--- src/rtl/adder_link_host.sv ---
// adder_link_host
// Host-side link for a bit-serial adder. Takes a parallel add request,
// streams the operands out LSB-first over a valid/ready handshake,
// collects the serial sum bits back LSB-first, and presents the assembled
// parallel sum until the consumer takes it. One transaction at a time.

module adder_link_host #(
  parameter int DATA_WIDTH = 16  // operand and sum width; must be >= 2
) (
  input  logic                  i_clk,
  input  logic                  i_rst,
  input  logic                  i_en,
  // parallel request side
  input  logic [DATA_WIDTH-1:0] iv_a,
  input  logic [DATA_WIDTH-1:0] iv_b,
  input  logic                  i_cin,
  input  logic                  i_req_valid,
  output logic                  o_req_ready,
  // serial operand stream to the adder
  output logic                  o_din_a,
  output logic                  o_din_b,
  output logic                  o_cin,
  output logic                  o_valid,
  input  logic                  i_dut_ready,
  // serial sum stream from the adder
  input  logic                  i_sum,
  input  logic                  i_sum_valid,
  output logic                  o_sum_ready,
  // parallel result side
  output logic [DATA_WIDTH-1:0] ov_sum,
  output logic                  o_sum_valid,
  input  logic                  i_sum_ready,
  // status
  output logic                  o_protocol_err
);

  // Wide enough to hold the value DATA_WIDTH itself, so the terminal
  // count is an exact compare rather than a wrap to zero.
  localparam int CNT_W = $clog2(DATA_WIDTH + 1);
  localparam logic [CNT_W-1:0] CNT_LAST = CNT_W'(DATA_WIDTH);

  typedef enum logic [1:0] {
    IDLE      = 2'd0,
    SHIFT_OUT = 2'd1,
    SHIFT_IN  = 2'd2,
    HOLD      = 2'd3
  } state_t;

  state_t                r_state;
  logic [DATA_WIDTH-1:0] r_a_sh;
  logic [DATA_WIDTH-1:0] r_b_sh;
  logic                  r_cin;
  logic [CNT_W-1:0]      r_cnt;
  // Holds the sum bits received so far, top-aligned. It is one bit
  // narrower than the sum: the last bit goes straight into r_sum_out.
  logic [DATA_WIDTH-2:0] r_sum_part;
  logic [DATA_WIDTH-1:0] r_sum_out;
  logic                  r_req_ready;
  logic                  r_valid;
  logic                  r_sum_ready;
  logic                  r_sum_valid;
  logic                  r_protocol_err;

  logic [CNT_W-1:0]      w_cnt_inc;
  logic                  w_cnt_done;
  logic [DATA_WIDTH-1:0] w_sum_full;

  assign w_cnt_inc  = r_cnt + CNT_W'(1);
  assign w_cnt_done = (w_cnt_inc == CNT_LAST);
  // New bit enters at the MSB; everything already received moves down one.
  assign w_sum_full = {i_sum, r_sum_part};

  // Control FSM plus all datapath registers; i_rst wins over i_en, and
  // i_en low leaves every register untouched.
  // NOTE: every register here uses <= so all of them sample the same
  // pre-edge values; a blocking = would let later statements see
  // half-updated state and change behavior with statement order.
  always_ff @(posedge i_clk) begin
    if (i_rst) begin
      r_state        <= IDLE;
      r_a_sh         <= '0;
      r_b_sh         <= '0;
      r_cin          <= 1'b0;
      r_cnt          <= '0;
      r_sum_part     <= '0;
      r_sum_out      <= '0;
      r_req_ready    <= 1'b1;
      r_valid        <= 1'b0;
      r_sum_ready    <= 1'b0;
      r_sum_valid    <= 1'b0;
      r_protocol_err <= 1'b0;
    end else if (i_en) begin
      // A sum bit offered while we are not collecting is dropped and flagged.
      if (i_sum_valid && (r_state != SHIFT_IN)) begin
        r_protocol_err <= 1'b1;
      end

      case (r_state)
        IDLE: begin
          if (i_req_valid) begin
            r_a_sh      <= iv_a;
            r_b_sh      <= iv_b;
            r_cin       <= i_cin;
            r_cnt       <= '0;
            r_req_ready <= 1'b0;
            r_valid     <= 1'b1;
            r_state     <= SHIFT_OUT;
          end
        end

        SHIFT_OUT: begin
          // r_valid is high throughout this state, so i_dut_ready alone
          // completes the handshake.
          if (i_dut_ready) begin
            r_a_sh <= r_a_sh >> 1;
            r_b_sh <= r_b_sh >> 1;
            if (w_cnt_done) begin
              r_cnt       <= '0;
              r_valid     <= 1'b0;
              r_sum_ready <= 1'b1;
              r_state     <= SHIFT_IN;
            end else begin
              r_cnt <= w_cnt_inc;
            end
          end
        end

        SHIFT_IN: begin
          if (i_sum_valid) begin
            r_sum_part <= w_sum_full[DATA_WIDTH-1:1];
            if (w_cnt_done) begin
              r_cnt       <= '0;
              r_sum_out   <= w_sum_full;
              r_sum_ready <= 1'b0;
              r_sum_valid <= 1'b1;
              r_state     <= HOLD;
            end else begin
              r_cnt <= w_cnt_inc;
            end
          end
        end

        HOLD: begin
          if (i_sum_ready) begin
            r_sum_valid <= 1'b0;
            r_req_ready <= 1'b1;
            r_state     <= IDLE;
          end
        end

        default: begin
          r_state <= IDLE;
        end
      endcase
    end
  end

  // Handshake strobes are registered but masked by i_en so a frozen link
  // never offers or accepts anything; result-side outputs just hold.
  assign o_req_ready    = r_req_ready & i_en;
  assign o_valid        = r_valid & i_en;
  assign o_sum_ready    = r_sum_ready & i_en;
  assign o_din_a        = r_a_sh[0];
  assign o_din_b        = r_b_sh[0];
  assign o_cin          = r_cin & ((r_state == SHIFT_OUT) || (r_state == SHIFT_IN));
  assign ov_sum         = r_sum_out;
  assign o_sum_valid    = r_sum_valid;
  assign o_protocol_err = r_protocol_err;

endmodule

--- config.mk ---
export PLATFORM = sky130hd
export DESIGN_NAME = adder_link_host
export DESIGN_NICKNAME = d
export VERILOG_FILES = /design/src/rtl/adder_link_host.sv
export SDC_FILE = /design/constraint.sdc
export NUM_CORES = 1
export LEC_CHECK = 0
export BUFFER_PORTS_ARGS = -buffer_cell sky130_fd_sc_hd__buf_4
export CAP_MARGIN = 20
export CORE_ASPECT_RATIO = 0.5
export CORE_MARGIN = 2
export CORE_UTILIZATION = 59
export DETAILED_ROUTE_END_ITERATION = 7
export PLACE_DENSITY = 0.84
export SLEW_MARGIN = 10
export SYNTH_ARGS = -nofsm -noshare
export SYNTH_HDL_FRONTEND = slang
export SYNTH_SLANG_ARGS = --single-unit
--- constraint.sdc ---
create_clock -name i_clk -period 4.3 [get_ports i_clk]
set_input_delay 0.215 -clock i_clk [delete_from_list [all_inputs] [get_ports i_clk]]
set_output_delay 0.215 -clock i_clk [all_outputs]
set_load 0.1 [all_outputs]
== Word-level counts from Yosys, hierarchy flattened ==
Cells that the tools add are included.

* Multiplexer cells: 32
* Bitwise operators: 4
* Equality and inequality tests: 11
* Reduce and logical (&&, ||, !) cells: 19
* Add/subtract/negate cells: 1

{| class="wikitable"
|+ Operator list
! operator !! count
|-
| $mux W16 || 4
|-
| $pmux W16 S2 || 2
|-
| $mux W5 || 4
|-
| $pmux W5 S3 || 1
|-
| $reduce_and A5 Y1 || 3
|-
| $ne A2 B2 Y1 const B || 7
|-
| $mux W2 || 6
|-
| $reduce_and A4 Y1 || 3
|-
| $mux W1 || 10
|-
| $pmux W1 S2 || 4
|-
| $pmux W2 S4 || 1
|-
| $reduce_bool A2 Y1 || 4
|-
| $reduce_and A7 Y1 || 1
|-
| $reduce_and A3 Y1 || 2
|-
| $reduce_and A6 Y1 || 1
|-
| $add A5 B1 Y5 const B || 1
|-
| $eq A5 B5 Y1 const B || 1
|-
| $and A1 B1 Y1 || 4
|-
| $eq A2 B2 Y1 const B || 2
|-
| $reduce_bool A3 Y1 || 1
|-
| $eq A2 B1 Y1 const B || 1
|-
| $logic_not A2 Y1 || 1
|-
| $reduce_and A2 Y1 || 1
|-
| $logic_and A1 B1 Y1 || 1
|-
| $logic_or A1 B1 Y1 || 1
|}

* Input port bits: 41
* Flip-flop bits (word level): 76
* Output and inout port bits: 24
* Word-level logic and storage cells: 79

== Logic depth before layout (Yosys ltp) ==
* Word-level depth: 5
* Depth in mapped cells: 9
* Gate-level depth less buffers: 6

== Least setup slack after synthesis ==
No wires, ideal clock.

* Kind: register to register
* From: register r_state[1]
* To: register r_valid
* Stages on the path, launching flop included: 9
* Path buffers: 3
* Library setup time: 91 ps
* Path slack: 2520 ps
* Required time: 4209 ps
* Period minus slack after synthesis: 1780 ps
* Data arrival time: 1689 ps
* Cells stage by stage: dfxtp_1 inv_1 ha_1 buf_2 mux2_1 and3_1 buf_6 buf_6 a311oi_1

* Cells in the longest elaborated chain, start to end: 3
* Elaborated cells on any way between the ends: 8
* Classes of those cells: eq/ne: 4; mux: 1; reduce/logical: 3

{| class="wikitable"
|+ Ends and longest elaborated chain
! what !! line !! text
|-
| start: declaration || 49 || <nowiki>state_t r_state;</nowiki>
|-
| start signal: assignment || 80 || <nowiki>r_state <= IDLE;</nowiki>
|-
| start signal: assignment || 107 || <nowiki>r_state <= SHIFT_OUT;</nowiki>
|-
| start signal: assignment || 121 || <nowiki>r_state <= SHIFT_IN;</nowiki>
|-
| $eq A2 B1 Y1 / $logic_not A2 Y1 (equally long branches) || 98 || <nowiki>case (r_state)</nowiki>
|-
| $ne A2 B2 Y1 (no source line) / $reduce_bool A2 Y1 (equally long branches) || - ||
|-
| $reduce_and A5 Y1 (no source line) || - ||
|-
| end signal: assignment || 88 || <nowiki>r_valid <= 1'b0;</nowiki>
|-
| end signal: assignment || 106 || <nowiki>r_valid <= 1'b1;</nowiki>
|-
| end signal: assignment || 119 || <nowiki>r_valid <= 1'b0;</nowiki>
|-
| end: declaration || 59 || <nowiki>logic r_valid;</nowiki>
|}

Several ways; a longest one is shown, not always the timed one.
A chain may end at the register's enable or synchronous reset.

== Worst setup path in the final report ==
* From: register r_state[1]
* To: register r_a_sh[1]

* Cells in the longest elaborated chain, start to end: 3
* Elaborated cells on any way between the ends: 7
* Classes of those cells: eq/ne: 3; mux: 1; reduce/logical: 3

{| class="wikitable"
|+ Ends and longest elaborated chain
! what !! line !! text
|-
| $eq A2 B1 Y1 / $logic_not A2 Y1 (equally long branches) || 98 ||
|-
| $ne A2 B2 Y1 (no source line) / $reduce_bool A2 Y1 (equally long branches) || - ||
|-
| $reduce_and A4 Y1 (no source line) || - ||
|-
| end signal: assignment || 101 || <nowiki>r_a_sh <= iv_a;</nowiki>
|-
| end signal: assignment || 115 || <nowiki>r_a_sh <= r_a_sh >> 1;</nowiki>
|-
| end: declaration || 50 || <nowiki>logic [DATA_WIDTH-1:0] r_a_sh;</nowiki>
|}

Several ways; a longest one is shown, not always the timed one.

==> impl_metrics.yaml <==
worst_setup_path:
  arrival_ns: 3.23
  crit_family: "simple AND/OR/NAND/NOR gates"
  crit_chain: "inv_1 -> ha_2 -> mux2_1 -> and3_2 -> nor2_1 -> a211oi_1"
  path_buf_inv: 1
  timing_worst_setup_path_type: "register to register"
  cp_max_fo: 66
  crit_path_start_kind: "register"
  end_kind: "register"
  cpMaxStageDelayCell: "and3_2"
  cp_slowest_stage_delay_ns: 0.89
  required_ns: 4.53
timing:
  final_hold_viol_count: 0
  max_slew_margin: 0.301
  fin_tns_setup_ns: 0
  setup_viol_count_final: 0
  rsz0062_at_grt: "no"
  worstMarginPinSlew_ns: 1.05
  period_needed_ns: 3.01
  fmax_mhz: 332
  finalWorstSetupSlack_ns: 1.29
  fin_skew_ns: 0.00688
  drv_slew: 0
  fin_crit_sh: 0.700
yosys:
  async_flop_share: 0
  synth_edf_count: 0
  avgSynthCellArea_um2: 8.77
  synthesis.instances: 384
  ys_seq_elements: 76
  synth_top_area_share: 0.452
  syn_area_mm2: 0.00337
  ys_seq_area_frac: 0.452
  dominantRegCellSynth: "dfxtp_1"
  synth_top_area_cell: "dfxtp_1"
  synthTopCellsByArea: "dfxtp_1, mux2i_1, a211oi_1"
  ys_warn_count: 0
  synth_cell_type_count: 40
  syn-num-nets: 430
job:
  maxCapViolations: 0
placement:
  dpl.hpwl_um: 4660
  place_area_mm2: 0.00381
  gp_congestion: 0.815
  pre_cts_ws_ns: 1.33
  portBuffers: 64
finish:
  num_antenna_cells: 0
  seqCellArea_mm2: 0.00152
  nNetsFinal: 474
  final_area_mm2: 0.00410
  syn_to_final_growth_pct: 21.8
  n_fill_cell: 403
  multiInputGateArea_mm2: 0.00168
  drive_above_1_share: 0.199
run_status:
  status: "complete, no violations"
cts:
  h-tree-depth: 3
  clock_latency_ns: 0.33
  cts_root_buf: "clkbuf_16"
  post-cts-setup-buffers: 0
  clk_pin_slew_ns: 0.06
  cts-hold-fix-buffers: 0
  clock-sinks: 76
  cts_resized: 0
  cts_tree: "built"
  cts_buffer_depth: 2
  numCtsBuffers: 9
die:
  core_mm2: 0.00549
  die-area_mm2: 0.00637
  die_x_um: 111
  die_y_um: 57.4
  pin_count: 65
  num_rows: 19
  initial_core_util: 0.613
global_route:
  grt_max_degree: 82
  overflow: 0
  grt_use_total: 0.243
  grt_pass1_wl_um: 12500
  antenna_found_initial: 0
  grt_pass1_vias: 2633
worst_hold_path:
  min_path_type: "primary input to register"
routing:
  drt-vias-per-instance: 5.77
  dr.pass1.iters: 4
  dr.first_iter.drc_count: 125
  ant_nets: 0
  dr_total_vias: 2920
  drc: 0
  wire_per_inst_um: 14.7
  drt-total-wl_um: 7420
power_and_ir_drop:
  ir_drop_mv: 0.324
  pwr_density_cell_mw_per_mm2: 557
  p_leak_uw: 0.00149
==> final timing paths <==
kind | startpoint | end | slack [ns] | cells past startpoint
max | r_state[1] | r_a_sh[1] | 1.29 | 6
min reg2reg | r_sum_part[0] | r_sum_part[0] | 0.46 | 2
min | i_sum_ready | o_sum_valid | 0.10 | 2
max reg2reg | r_state[1] | r_a_sh[1] | 1.29 | 6
==> cells in the mapped netlist (all sizes together), types with 2 or more instances <==
cell type / instances
a21oi: 38
clkbuf: 25
and2: 5
a32oi: 2
a31oi: 3
mux2i: 33
and3: 2
a211oi: 30
nand3: 8
nor2b: 4
buf: 8
nand2: 35
nor2: 34
o21ai: 23
nand2b: 8
a311oi: 2
ha: 5
nand4: 19
dfxtp: 76
inv: 5
o41ai: 2
==> per-layer routing <==
metal  up-vias  share of wire  global-route usage
met1      1362           0.44               0.310
met3         8          0.050              0.0776
met5         -              0                   0
met4         0         0.0077              0.0536
li1       1471              -                   -
met2        79           0.50               0.413
==> metrics by stage <==
| stage | total power, µW | hold slack [ns] | utilization | cells |
|---|---|---|---|---|
| 5_1_grt | 2410 | 0.0935 | 0.747 | 506 |
| 3_3_place_gp | 1520 | 0.434 | 0.694 | 490 |
| 3_5_place_dp | 1550 | 0.444 | 0.694 | 490 |
| 4_1_cts | 2290 | 0.0900 | 0.747 | 506 |
| 2_1_floorplan | 1430 | 0.328 | - | 384 |
| 6_report | 2290 | 0.101 | 0.747 | 506 |
==> cell usage in the layout (no fill, tap or decap), drive strengths merged, types with 4 or more instances in the layout <==
master / n
and2: 5
nand3: 8
nand4: 19
buf: 66
nor2: 34
dfxtp: 76
clkbuf: 10
nand2: 35
a211oi: 30
o21ai: 23
clkinv: 4
a21oi: 38
ha: 5
nor2b: 4
nand2b: 8
inv: 5
mux2i: 33
==> power by group <==
| group | total, µW | internal, µW | switching (µW) |
|---|---|---|---|
| registers | 875 | 813 | 62.7 |
| logic | 675 | 264 | 411 |
| clock network | 736 | 449 | 287 |
==> cells by family (layout without fill, tap and decap cells) <==
group	after synthesis	count (layout)	share of synthesized area
buffers and inverters	38	87	0.0498
AO/OA/AOI/OAI	108	108	0.201
multiplexers	34	34	0.101
AND/OR/NAND/NOR	123	123	0.178
adder cells (fa/ha/maj)	5	5	0.0186
flip-flops	76	76	0.452
==> registers in the layout, indices dropped and copies added, names as in the netlist <==
name and flops:
r_cnt 5, r_b_sh 16, r_req_ready 1, o_protocol_err 1, r_a_sh 16, r_valid 1
r_cin 1, r_state 2, r_sum_part 15, r_sum_ready 1, o_sum_valid 1, ov_sum 16
==> layout make-up <==
type,instances,share of cell area
clock buffer,10,0.0558
clock inverter,6,0.0159
multi-input combinational,270,0.410
sequential,76,0.371
inverter,5,0.00457
timing repair buffer,66,0.121
tap,73,0.0223
Power figures use the tool's default switching activity.
